===== src/rtl/sb_pkg.sv =====
// Shared sideband definitions: TX FSM states and default link constants
// used by both the TX serializer and the RX deserializer.
package sb_pkg;

  localparam int unsigned SB_MSG_W_DEF  = 64;
  localparam int unsigned SB_GAP_UI_DEF = 32;

  typedef enum logic [1:0] {SB_IDLE, SB_SHIFT, SB_GAP} sb_tx_state_t;

  function automatic int unsigned sb_max(input int unsigned a, input int unsigned b);
    return (a > b) ? a : b;
  endfunction

endpackage


===== src/rtl/sb_fifo.sv =====
// Synchronous FIFO with first-word fall-through read data (valid in the pop cycle).
// DEPTH must be a power of two so the pointers wrap naturally.
module sb_fifo #(
  parameter int unsigned W     = 8,
  parameter int unsigned DEPTH = 4
) (
  input  logic                       clk,
  input  logic                       rst_n,
  input  logic                       push,
  input  logic [W-1:0]               wdata,
  input  logic                       pop,
  output logic [W-1:0]               rdata,
  output logic                       full,
  output logic                       empty,
  output logic [$clog2(DEPTH+1)-1:0] level
);

  localparam int unsigned AW = $clog2(DEPTH);
  localparam int unsigned LW = $clog2(DEPTH + 1);

  logic [W-1:0]  mem [DEPTH];
  logic [AW-1:0] wptr;
  logic [AW-1:0] rptr;
  logic [LW-1:0] cnt;
  logic          do_push;
  logic          do_pop;

  assign do_push = push & ~full;
  assign do_pop  = pop & ~empty;

  always_ff @(posedge clk) begin
    if (!rst_n) begin
      wptr <= '0;
      rptr <= '0;
      cnt  <= '0;
    end else begin
      if (do_push) wptr <= wptr + AW'(1);
      if (do_pop)  rptr <= rptr + AW'(1);
      cnt <= cnt + LW'(do_push) - LW'(do_pop);
    end
  end

  // Storage carries no reset; pointers and count define what is valid.
  always_ff @(posedge clk) begin
    if (do_push) mem[wptr] <= wdata;
  end

  assign rdata = mem[rptr];
  assign full  = (cnt == LW'(DEPTH));
  assign empty = (cnt == '0);
  assign level = cnt;

endmodule


===== src/rtl/sb_tx_serializer.sv =====
// Sideband TX: buffers messages, shifts them out MSB-first with a gated forwarded
// clock and a fixed idle gap. Define SB_TX_PARITY_EN to append an even-parity UI.
module sb_tx_serializer
  import sb_pkg::*;
#(
  parameter int unsigned MSG_W  = SB_MSG_W_DEF,
  parameter int unsigned DEPTH  = 4,
  parameter int unsigned GAP_UI = SB_GAP_UI_DEF
) (
  input  logic                       clk_800MHz,
  input  logic                       reset,
  input  logic                       enable_i,
  input  logic [MSG_W-1:0]           data_i,
  input  logic                       valid_i,
  output logic                       data_valid_ack_o,
  output logic                       dataPin_o,
  output logic                       clkPin_o,
  output logic                       busy_o,
  output logic [$clog2(DEPTH+1)-1:0] fifo_level_o
);

`ifdef SB_TX_PARITY_EN
  localparam int unsigned PKT_UI = MSG_W + 1;
`else
  localparam int unsigned PKT_UI = MSG_W;
`endif
  localparam int unsigned CNT_W = $clog2(sb_max(PKT_UI, GAP_UI) + 1);

  sb_tx_state_t     state_q, state_n;
  logic [MSG_W-1:0] sreg_q, sreg_n;
  logic [CNT_W-1:0] cnt_q, cnt_n;
  logic             data_q, data_n;
  logic             clk_q, clk_n;
  logic             busy_q;
  logic             pop;
  logic             full;
  logic             empty;
  logic [MSG_W-1:0] head;
  logic             ui_bit;

  assign data_valid_ack_o = valid_i & ~full;

  sb_fifo #(.W(MSG_W), .DEPTH(DEPTH)) u_fifo (
    .clk   (clk_800MHz),
    .rst_n (reset),
    .push  (data_valid_ack_o),
    .wdata (data_i),
    .pop   (pop),
    .rdata (head),
    .full  (full),
    .empty (empty),
    .level (fifo_level_o)
  );

`ifdef SB_TX_PARITY_EN
  logic parity_q;

  // Parity is latched at pop because the shift register is consumed by the time it is sent.
  always_ff @(posedge clk_800MHz) begin
    if (!reset)   parity_q <= 1'b0;
    else if (pop) parity_q <= ^head;
  end

  assign ui_bit = (cnt_q == CNT_W'(MSG_W)) ? parity_q : sreg_q[MSG_W-1];
`else
  assign ui_bit = sreg_q[MSG_W-1];
`endif

  // Next-state, shift/count and output-bit logic.
  always_comb begin
    state_n = state_q;
    sreg_n  = sreg_q;
    cnt_n   = cnt_q;
    data_n  = 1'b0;
    clk_n   = 1'b0;
    pop     = 1'b0;
    case (state_q)
      SB_IDLE: begin
        if (enable_i && !empty) begin
          state_n = SB_SHIFT;
          pop     = 1'b1;
          sreg_n  = head;
          cnt_n   = '0;
        end
      end
      SB_SHIFT: begin
        data_n = ui_bit;
        clk_n  = 1'b1;
        sreg_n = {sreg_q[MSG_W-2:0], 1'b0};
        if (cnt_q == CNT_W'(PKT_UI - 1)) begin
          state_n = SB_GAP;
          cnt_n   = '0;
        end else begin
          cnt_n = cnt_q + CNT_W'(1);
        end
      end
      SB_GAP: begin
        if (cnt_q == CNT_W'(GAP_UI - 1)) begin
          cnt_n = '0;
          // Chain straight into the next packet so back-to-back traffic has no idle cycle.
          if (enable_i && !empty) begin
            state_n = SB_SHIFT;
            pop     = 1'b1;
            sreg_n  = head;
          end else begin
            state_n = SB_IDLE;
          end
        end else begin
          cnt_n = cnt_q + CNT_W'(1);
        end
      end
      default: state_n = SB_IDLE;
    endcase
  end

  always_ff @(posedge clk_800MHz) begin
    if (!reset) begin
      state_q <= SB_IDLE;
      sreg_q  <= '0;
      cnt_q   <= '0;
      data_q  <= 1'b0;
      clk_q   <= 1'b0;
      busy_q  <= 1'b0;
    end else begin
      state_q <= state_n;
      sreg_q  <= sreg_n;
      cnt_q   <= cnt_n;
      data_q  <= data_n;
      clk_q   <= clk_n;
      busy_q  <= (state_n != SB_IDLE);
    end
  end

  assign dataPin_o = data_q;
  assign clkPin_o  = clk_q;
  assign busy_o    = busy_q;

endmodule

===== config.mk =====
export PLATFORM = sky130hd
export DESIGN_NAME = sb_tx_serializer
export DESIGN_NICKNAME = d
export VERILOG_FILES = /design/src/rtl/sb_pkg.sv /design/src/rtl/sb_fifo.sv /design/src/rtl/sb_tx_serializer.sv
export SDC_FILE = /design/constraint.sdc
export NUM_CORES = 1
export LEC_CHECK = 0
export BUFFER_PORTS_ARGS = -buffer_cell sky130_fd_sc_hd__buf_2
export CAP_MARGIN = 20
export CORE_MARGIN = 10
export CORE_UTILIZATION = 35
export CTS_CLUSTER_SIZE = 12
export DETAILED_ROUTE_END_ITERATION = 8
export PLACE_DENSITY = 0.58
export REMOVE_ABC_BUFFERS = 1
export SLEW_MARGIN = 20
export SYNTH_ARGS = -nofsm -noshare
export SYNTH_HDL_FRONTEND = slang
export SYNTH_SLANG_ARGS = --single-unit

===== constraint.sdc =====
create_clock -name clk_800MHz -period 3.9 [get_ports clk_800MHz]
set_input_delay 0.39 -clock clk_800MHz [delete_from_list [all_inputs] [get_ports clk_800MHz]]
set_output_delay 0.39 -clock clk_800MHz [all_outputs]
set_load 0.005 [all_outputs]

# Word-level counts from Yosys, hierarchy flattened
# Memories as Yosys holds them, arrays and structs flattened. A register that Yosys moved wholly into a read port is not among the register bits.
# Cells that the tools add are included.
# word_totals
mem_bits_rw,256
mem_count,1
inputBits,68
ff_bits,83
word_cells,56
# mem_list
name,words,word_bits,rd,rd_ports_with_merged_regs,write_ports,line_no,text
u_fifo.mem,4,64,1,1,1,sb_fifo.sv:21,logic [W-1:0] mem [DEPTH];
# op_classes
muxes,20
addsub,5
n_eq_ne,7
n_reduce_logical,9
bitwise,5
# op_table
cell,n
case mux 64 bit (3 select lines),1
two-way mux 64 bit,2
two-way mux 7 bit,3
case mux 7 bit (3 select lines),1
two-way mux 2 bit,5
"adder 7 x 1 -> 7 bit, second input constant",1
"== test 7 x 5 -> 1 bit, second input constant",1
"== test 7 x 6 -> 1 bit, second input constant",1
two-way mux 1 bit,6
case mux 2 bit (3 select lines),1
AND reduction 2 bit,3
"adder 2 x 1 -> 2 bit, second input constant",2
"inequality test 2 bit, second input constant",2
adder 3 x 1 -> 3 bit,1
bitwise AND 1 bit,3
"== test 3 bit, second input constant",1
logical NOT 3 bit,1
nonzero test 3 bit,1
subtractor 3 x 1 -> 3 bit,1
"== test 2 x 1 -> 1 bit, second input constant",1
"== test 2 bit, second input constant",1
logical NOT 2 bit,1
inverter 1 bit,2
case mux 1 bit (2 select lines),1
other kinds (3),3

# Logic depth before layout (Yosys ltp)
# Gate-level depths: netlist of the first run.
# logic_depth
word_depth,9
ltp_mapped,12

# Modules after synthesis
# A second synthesis of the first run with hierarchy kept.
# hier_totals
cells_unflattened,754
hier_area_um2,13461.7
# modules_own_cells
mod,instances,cells_each,seq_area_each_um2,area_each_um2
sb_fifo,1,385,7867.5,9795.6
sb_tx_serializer,1,369,1521.5,3666.0

# Worst setup path after synthesis of the first run
# No wires, ideal clock.
# synth_timing
path_kind,reg2reg
from,register u_fifo.cnt[1] (netlist: u_fifo.level[1])
to,"memory u_fifo.mem[0][0] (netlist bit), enable pin"
setup_slack_ns,1.029
path_stages_with_launch,4
period_less_slack_ns,2.871
t_arrival_ns,2.442
t_required_ns,3.471
setup_ns,0.429
n_path_buf,0
cell_sequence,dfxtp_1 inv_1 a31oi_2 and2_1
# synth_between
elab_chain_cells,6
# synth_rtl
element,line_no,text
"start, declared",sb_fifo.sv:24,logic [LW-1:0] cnt;
"start signal, assigned",sb_fifo.sv:39,cnt <= cnt + LW'(do_push) - LW'(do_pop);
== test 3 bit,sb_fifo.sv:49,assign full = (cnt == LW'(DEPTH));
inverter 1 bit,sb_tx_serializer.sv:41,assign data_valid_ack_o = valid_i & ~full;
bitwise AND 1 bit,sb_tx_serializer.sv:41,
named net data_valid_ack_o,sb_tx_serializer.sv:15,"output logic data_valid_ack_o,"
bitwise AND 1 bit,sb_fifo.sv:28,assign do_push = push & ~full;
two-way mux 1 bit,sb_fifo.sv:45,if (do_push) mem[wptr] <= wdata;
two-way mux 1 bit (implied by the code),sb_fifo.sv:45,
"end, declared",sb_fifo.sv:21,
# The timed path passes the listed nets, and every way through them passes these cells.

# Final worst setup path of the first run
# layout_timing
from,register state_q[0]
to,register u_fifo.cnt[2] (netlist: u_fifo.level[2])
# layout_between
elab_chain_cells,4
elab_cells_between_ends,5
classes_between,add/sub: 1; eq/ne: 1; mux: 1; bitwise: 1; reduce/logical: 1
# layout_rtl
element,line_no,text
"start, declared",sb_tx_serializer.sv:29,"sb_tx_state_t state_q, state_n;"
"start signal, assigned",sb_tx_serializer.sv:125,state_q <= state_n;
== test 2 bit or logical NOT 2 bit (tied branches),sb_tx_serializer.sv:77,case (state_q)
case mux 1 bit (2 select lines) *,sb_tx_serializer.sv:77,
bitwise AND 1 bit *,sb_fifo.sv:29,assign do_pop = pop & ~empty;
named net u_fifo.do_pop,sb_fifo.sv:26,logic do_pop;
subtractor 3 x 1 -> 3 bit *,sb_fifo.sv:39,
# The timed path passes the listed nets; every way through them passes the cells marked *.
# A chain may end at the register's enable or synchronous reset.

==> run metrics, run 1 <==
post-DP HPWL=14190 um; PortBufs=74; Peak VDD IR=0.0003050 V; CP Cell Sequence=inv_1 > ha_1 > a41oi_1 > nor2_1 > ha_1 > inv_1 > ha_1 > fa_1 > xnor2_1 > xnor2_1 > and2_1; ANT nets after route=0; first-pass GRT wire length=39820 um; vias per cell=4.956; Syn Area/Cell=17.51 sq um; drt wl/cell=18.87 um; dominant cell type by area after synthesis=edfxtp_1; CP Launch Type=flip-flop; Synth cell types=43; Worst-path clk slew=0.06 ns; hold path cells=1; initial core utilization=35.71%; R2R cell count=11; drt initial violations=415; die area=45680 sq um; Critical Path Sink Type=flip-flop; outcome=finished clean; TritonCTS clock tree=done; Filler cells=3320; H-Tree Depth=2; initial antenna violation count=8; Max-Cap Viols=0; post-CTS setup buffers=0; Seq. cell area=9397 sq um; share of cells above drive strength 1=24.68%; final hold violations=0; Finish-stage setup viols=0; gr usage total=11.18%; worst reg2reg path startpoint=state_q[0]; cts hold-fix bufs=0; area of the multi-input gates=3448 sq um; Post-Syn Instances=750; Core Rows=70; Setup Crit Path Kind=reg -> reg; Crit path largest cell delay=0.42 ns; hold crit path type=in -> reg; crit share post-route=68.25%; final WL=25140 um; critical path's slowest cell=dfxtp_1; RSZ-0062 raised after global routing=false; main area contributors after synthesis=edfxtp_1, dfxtp_1, mux4_2; # clock sinks=341; Post-CTS Resized=0; Die Y=213.7 um; Clock Skews=0.01888 ns; DP Area=14000 sq um; Ys Warns=0; Worst Path Max Fanout=7; IO Count=75; Worst-Margin Slew=1.025 ns; clock buffer depth=3; worst endpoint required time=4.31 ns; GP Congestion=0.7614; Overflow after GRT=0; Post-Layout Inst Area=15210 sq um; DIE WIDTH=213.7 um; first drt pass iteration count=4; Worst-Skew Late Latency=0.52 ns; Synth top area share=58.53%; Min Hold Slack=0.08412 ns; largest net degree at the start of global routing=71; leakage power=0.005027 uW; total power=10660 uW; vias in the first global route=6988; core area=36790 sq um; minimum clock period=2.662 ns; Worst Hold Launch=data_i[29]; PwrDens=701.3 nW/um^2; Vias=6601; synthesis-stage register bit count=341; Area Overhead vs Synth=15.76%; Crit path top cell by count=ha_1; Final #Nets=911; Worst EP arrival=3.07 ns; Fmax=375.7 MHz; max-slew violation count=0; crit path from=state_q[0]; sequential share of the synthesized area=71.48%; Setup TNS=0 ns; mapped cell area=13140 sq um; Rel. slew slack=31.69%; CTS Buf Count=37; Clock Tree Root=clkbuf_16; DR DRC count=0
layout by cell type, fill, tap and decap left out, drive strengths merged, types with 2 or more instances in the layout:
| cell type | n |
|---|---|
| nand4 | 2 |
| bufinv | 2 |
| o22ai | 3 |
| xor2 | 2 |
| or2 | 2 |
| diode | 5 |
| nand2 | 8 |
| mux4 | 64 |
| a21oi | 68 |
| nand2b | 2 |
| nand3 | 6 |
| dfxtp | 85 |
| and2 | 12 |
| ha | 12 |
| inv | 14 |
| a2bb2oi | 2 |
| and3 | 4 |
| xnor2 | 3 |
| or3 | 2 |
| nand4b | 2 |
| buf | 88 |
| nor3 | 3 |
| nor2 | 2 |
| clkinv | 2 |
| mux2i | 65 |
| o21ai | 69 |
| a31oi | 2 |
| nor2b | 4 |
| clkbuf | 62 |
| edfxtp | 256 |
| a22oi | 2 |
layer usage:
| metal | track usage (%) | vias up | share of wire (%) | routed length, um |
|---|---|---|---|---|
| met2 | 18.53 | 126 | 48 | 12090 |
| li1 | - | 3133 | - | - |
| met3 | 3.329 | 42 | 5.7 | 1432 |
| met4 | 3.349 | 8 | 1.9 | 466 |
| met1 | 13.86 | 3292 | 44 | 11100 |
| met5 | 0 | - | 0.18 | 45 |
power breakdown:
group / switching [uW] / internal (uW) / total [uW]
sequential: 380 / 4590 / 4970
combinational: 1170 / 1140 / 2310
clock: 1350 / 2030 / 3380
cells in the mapped netlist, drive strengths merged:
library cell and n:
edfxtp 256, dfxtp 85, o21ai 69, a21oi 68, mux2i 65, mux4 64, buf 33, clkbuf 14
inv 13, and2 12, ha 12, nand2 8, nand3 6, and3 4, nor2b 4, nor3 3
o22ai 3, xnor2 3, a22oi 2, a2bb2oi 2, a31oi 2, nand2b 2, nand4 2, nand4b 2
nor2 2, or2 2, or3 2, xor2 2, a211oi 1, a21o 1, a32o 1, a41oi 1
fa 1, nor3b 1, o2bb2ai 1, o31ai 1
final timing paths:
path                       end  slack (ns)
max            u_fifo.level[2]        1.24
min          u_fifo.mem[1][29]        0.08
max reg2reg    u_fifo.level[2]        1.24
min reg2reg          sreg_q[0]        0.44
stage by stage:
| step | cells | utilization [%] | setup slack, ns |
|---|---|---|---|
| finish | 1332 | 41.34 | 1.238 |
| global route | 1328 | 41.31 | 1.104 |
| CTS | 1327 | 41.30 | 1.236 |
| detailed placement | 1259 | 38.07 | 1.241 |
| global placement | 1259 | 38.07 | 1.297 |
| floorplan | 703 | - | 0.1110 |
cells by family after synthesis:
kind of cell               synth area share [%]
AOI/OAI and AO/OA                         6.316
xor gates and xnor gates                 0.3335
adders and majority gates                 1.295
buffers and inverters                     2.439
DFF                                       71.48
muxes                                     15.93
and+or+nand+nor                           2.210
flip-flops by register name, indices dropped and copies added (netlist names), named ones only:
name,count
busy_o,1
clkPin_o,1
cnt_q,7
dataPin_o,1
sreg_q,64
state_q,2
u_fifo.level,3
u_fifo.mem,256
u_fifo.rptr,2
u_fifo.wptr,2
critical path: cells and delay by family (launching register included):
family | cells | cell delay, ns
AND/OR/NAND/NOR | 2 | 0.26
buffers and inverters | 2 | 0.18
adder cells (fa/ha/maj) | 4 | 1.15
flip-flops | 1 | 0.42
XOR/XNOR | 2 | 0.27
AO/OA/AOI/OAI | 1 | 0.27
final cells by class:
class	count	area share, %
flip-flops and latches	341	61.80
multi-input cells	349	22.68
clock buffers	62	7.109
well taps	468	3.851
repair buffers	88	3.456
clock inverters	6	0.7076
inverters	13	0.3209
diodes	5	0.08228
Power figures use the tool's default switching activity.
==> run 2: changes to the inputs <==
clock period = 2.7 ns   (was 3.9 ns; I/O delays follow)
==> run 2 against run 1 <==
Power is 45% higher. Maximum frequency is 5.8% higher. Largest cell class unchanged. Cell count is 4.7% higher. Die area is the same. Sequential cell count stayed put. Wire length up 0.99%. First-iteration DRC count is 11% lower. Hold slack got worse by 0.056 ns. Largest power group unchanged. Combinational power grew 55%. Clock power grew 42%.
==> run metrics, run 2 (synthesis results as in run 1) <==
core area=36790 sq um; critical path's slowest cell=fa_1; Peak VDD IR=0.0006160 V; PortBufs=74; final WL=25380 um; DIE WIDTH=213.7 um; Core Rows=70; DR DRC count=0; Largest Register=u_fifo.mem; vias in the first global route=7230; Crit path top cell by count=ha_1; drt wl/cell=18.20 um; IO Count=75; Setup Crit Path Kind=reg -> reg; R2R cell count=11; total power=15460 uW; Post-Layout Inst Area=15900 sq um; max FFs per register=256; commonest non-fill, non-tap cells in the layout=edfxtp_1, dfxtp_1, buf_2; placed insts=1262; RSZ-0062 raised after global routing=false; worst endpoint required time=3.10 ns; post-CTS setup buffers=0; Cell Count, Final, Fillers Out=1395; Worst-Margin Slew=0.5475 ns; Overflow after GRT=0; initial antenna violation count=3; Fmax=397.4 MHz; gr usage total=11.24%; final hold violations=0; CTS Buf Count=38; Finished Core Util=43.22%; Vias=6823; initial core utilization=35.71%; Die Y=213.7 um; commonest non-fill, non-tap cell in the layout=edfxtp_1; # clock sinks=341; CP Launch Type=flip-flop; hold crit path type=in -> reg; largest net degree at the start of global routing=81; CP Cell Sequence=ha_1 > and3_1 > a41oi_2 > nor2_1 > ha_1 > inv_1 > ha_1 > fa_1 > xnor2_1 > xnor2_1 > and2_1; drt initial violations=368; crit share post-route=93.21%; Clock Skews=0.02606 ns; Worst EP arrival=2.91 ns; first-pass GRT wire length=40680 um; DP Area=14090 sq um; PwrDens=972.4 nW/um^2; clock buffer depth=3; max-slew violation count=0; first drt pass iteration count=4; Final #Nets=978; leakage power=0.005323 uW; GP Congestion=0.7466; die area=45680 sq um; Critical Path Sink Type=flip-flop; Finish-stage setup viols=0; Clock Tree Root=clkbuf_16; ANT nets after route=0; post-DP HPWL=13670 um; Max-Cap Viols=0; largest registers=u_fifo.mem: 256 flops, sreg_q: 64 flops, cnt_q: 7 flops; Worst-path clk slew=0.06 ns; hold path cells=1; Worst Path Max Fanout=5; Rel. slew slack=63.50%; Worst-Skew Late Latency=0.53 ns; share of cells above drive strength 1=24.00%; Area Overhead vs Synth=21.04%; TritonCTS clock tree=done; Crit path largest cell delay=0.38 ns; vias per cell=4.891; outcome=finished clean; H-Tree Depth=2; minimum clock period=2.517 ns
==> run 2: cell count changes in the layout (fill, tap and decap cells not counted), sizes merged, moves of 3 or more <==
| cell | change |
|---|---|
| diode | -3 |
| dlygate4sd3 | +63 |
| clkbuf | -9 |
| clkinv | +9 |
| buf | +3 |
==> run 2: final cells by class <==
type                    instances  area [sq um]
flip-flops and latches        341          9398
repair buffers                154          1241
inverters                      13         48.80
clock inverters                15         127.6
multi-input cells             349          3456
clock buffers                  53          1037
well taps                     468         585.6
diodes                          2         5.005
fillers                      3284         20890
==> run 2: path summary, 6_finish.rpt <==
kind | start | end | slack (ns)
worst max-delay path | cnt_q[0] | u_fifo.level[2] | 0.18
worst max register to register | cnt_q[0] | u_fifo.level[2] | 0.18
worst min register to register | sreg_q[0] | sreg_q[0] | 0.46
worst min-delay path | data_i[27] | u_fifo.mem[0][27] | 0.03
==> run 2: critical path: cells and delay by family, from the launching register on <==
| kind | cells | cell delay (ns) |
|---|---|---|
| and+or+nand+nor | 3 | 0.47 |
| xor gates and xnor gates | 2 | 0.27 |
| adders and majority gates | 4 | 1.09 |
| DFF | 1 | 0.34 |
| buffers and inverters | 1 | 0.04 |
| AOI/OAI and AO/OA | 1 | 0.21 |
==> run 2: per-layer routing <==
| layer | wire length (um) | part of all wire (%) | global-route usage, % |
|---|---|---|---|
| met1 | 11630 | 46 | 14.83 |
| met2 | 12290 | 48 | 18.40 |
| met3 | 955 | 3.8 | 2.424 |
| met4 | 505 | 2.0 | 3.080 |
| met5 | 7 | 0.028 | 0 |
==> run 2: through the flow <==
step | setup TNS, ns | hold WS (ns) | setup WS (ns)
final | 0 | 0.02823 | 0.1834
after global placement | 0 | 0.4386 | 0.1302
after CTS | 0 | 0.001598 | 0.07000
after global routing | 0 | 0.01489 | 0.01282
after detailed placement | 0 | 0.4496 | 0.08315
after floorplan | -121.90 | 0.3689 | -1.089
==> run 2: timing repair <==
action / CTS / global route
endpoints found under the setup margin: 0 / 1
resized for setup: 0 / 2
hold endpoints to repair: 245 / 2
hold buffers: 62 / 1
==> run 2: power by group <==
part	internal [uW]	switching, uW
Clock	2800	2000
Sequential	6630	442
Combinational	1740	1840
Total	11200	4290
==> run 3: changes to the inputs <==
CELL_PAD_IN_SITES_DETAIL_PLACEMENT = 1   (was default)
CELL_PAD_IN_SITES_GLOBAL_PLACEMENT = 2   (was default)
PLACE_DENSITY = 0.7   (was 0.58)
SYNTH_HIERARCHICAL = 1   (was default)
==> run 3 against run 2 <==
Global-route usage rose by 0.78 points. Cell count rose by 3.9%. Synthesized cell count up 0.53%. Highest routed layer is now met4. Core utilization rose by 0.18 points. Via count rose by 3.7%. Critical path type unchanged. Cell area is 3.3% higher. Combinational power increased by 14%. First-iteration DRC count shrank 21%. Register-to-register slack got worse by 0.04 ns. Hold slack improved by 0.22 ns. Sequential power shrank 2%. Non-clock buffer count grew 10.
==> run metrics, run 3 <==
outcome=finished clean; Async S/R FF share, synth=0%; Synth cell types=48; initial core utilization=35.57%; Clock Skews=0.01385 ns; main area contributors after synthesis=edfxtp_1, dfxtp_1, mux4_2; Critical Path Sink Type=flip-flop; gr usage total=12.02%; commonest non-fill, non-tap cell in the layout=edfxtp_1; core area=37840 sq um; Synth top area share=57.11%; worst endpoint required time=3.11 ns; Largest Register=u_fifo/mem; dominant cell type by area after synthesis=edfxtp_1; Post-Syn Instances=754; Max-Cap Viols=0; Area Overhead vs Synth=22.02%; TritonCTS clock tree=done; H-Tree Depth=2; Die Y=216.1 um; CP Launch Type=flip-flop; crit share post-route=94.51%; Core Rows=71; Worst EP arrival=2.96 ns; initial antenna violation count=0; Fmax=391.9 MHz; final WL=27900 um; Ant. Diodes=0; Syn Area/Cell=17.85 sq um; Worst-Margin Slew=0.5731 ns; drt initial violations=292; Worst-Skew Late Latency=0.52 ns; first-pass GRT wire length=44930 um; Final #Nets=990; largest registers=u_fifo/mem: 256 flops, sreg_q: 64 flops, cnt_q: 7 flops; largest net degree at the start of global routing=57; Rel. slew slack=61.79%; first drt pass iteration count=4; vias per cell=4.883; DIE WIDTH=216.1 um; hold crit path type=in -> reg; final hold violations=0; synth cell count leaders=edfxtp_1, dfxtp_1, nand2_1; Setup Crit Path Kind=reg -> reg; GP Congestion=0.6931; vias in the first global route=7679; most frequent cell after synthesis=edfxtp_1; post-DP HPWL=16950 um; Filler cells=3721; number of synthesized flops with an enable pin=256; ys flop type=edfxtp_1; leakage power=0.006108 uW; ANT nets after route=0; clock buffer depth=3; # clock sinks=341; PwrDens=972.9 nW/um^2; DR DRC count=0; die area=46710 sq um; Worst Path Max Fanout=6; CTS Buf Count=37; max FFs per register=256; Finished Core Util=43.40%; PortBufs=74; Setup TNS=0 ns; Peak VDD IR=0.0005561 V; mapped cell area=13460 sq um; max-slew violation count=0; sequential share of the synthesized area=69.75%; Ys Warns=6; minimum clock period=2.552 ns; Overflow after GRT=0; Vias=7075; drt wl/cell=19.26 um; synthesis-stage register bit count=341; Worst-path clk slew=0.06 ns; commonest non-fill, non-tap cells in the layout=edfxtp_1, dfxtp_1, nand2_1; share of cells above drive strength 1=23.99%; Clock Tree Root=clkbuf_16; Finish-stage setup viols=0; IO Count=75
## run 3: path summary, 6_finish.rpt
| path | startpoint | endpoint | slack (ns) | depth (start not counted) |
|---|---|---|---|---|
| max reg2reg | state_q[1] | u_fifo/level[2] | 0.15 | 12 |
| min | reset | sreg_q[57] | 0.25 | 2 |
| min reg2reg | sreg_q[0] | sreg_q[0] | 0.46 | 2 |
| max | state_q[1] | u_fifo/level[2] | 0.15 | 12 |
## run 3: cells by family after synthesis
group                    share of synthesized area (%)
AND/OR/NAND/NOR                                  4.657
multiplexers                                     15.65
adder cells (fa/ha/maj)                          1.171
AO/OA/AOI/OAI                                    5.865
flip-flops                                       69.75
buffers and inverters                            2.779
XOR/XNOR                                        0.1301
## run 3: what timing repair did
action / CTS / global route
buffers inserted: 0 / 1
setup endpoints to repair: 1 / 2
hold buffers: 64 / 0
hold endpoints to repair: 255 / 0
pin swaps: 0 / 1
resized for setup: 1 / 4
## run 3: metal layers
layer	GRT usage [%]	part of all wire, %
met1	15.66	45
met2	20.23	51
met3	2.326	3.4
met4	2.983	1.2
met5	0	0
## run 3: where the power goes
part	internal, uW	switching (uW)	leakage (uW)
registers	6590	360	0.00304
logic	1940	2140	0.00249
clock network	3020	1920	0.000579
## run 3: metrics by stage
| step | setup slack (ns) | hold slack (ns) | cell area, sq um | total power [uW] | cells |
|---|---|---|---|---|---|
| after floorplan | -2.786 | 0.3689 | 13120 | 9818 | 707 |
| after global placement | 0.02936 | 0.4571 | 14560 | 11050 | 1317 |
| after CTS | 0.01487 | 0.2418 | 16400 | 16270 | 1448 |
| after detailed placement | -0.01363 | 0.4687 | 14560 | 11150 | 1317 |
| after global routing | -0.002101 | 0.2594 | 16430 | 16950 | 1449 |
| final | 0.1482 | 0.2478 | 16430 | 15980 | 1449 |
## run 3: worst max-delay path, stage by stage, from the launching register on
cell,delay (ns)
dfxtp_1,0.48
inv_1,0.14
ha_1,0.20
inv_1,0.10
a21oi_2,0.08
nor2b_4,0.13
ha_1,0.26
inv_1,0.04
ha_1,0.18
fa_1,0.38
xor2_1,0.18
xnor2_1,0.13
and2_1,0.15
## run 3: final cells by class
type | instances | area (sq um) | area share, %
clock buffers | 57 | 1074 | 6.536
clock inverters | 10 | 122.6 | 0.7465
inverters | 9 | 33.78 | 0.2057
multi-input cells | 357 | 3751 | 22.84
flip-flops and latches | 341 | 9397 | 57.21
well taps | 511 | 639.4 | 3.892
repair buffers | 164 | 1409 | 8.577
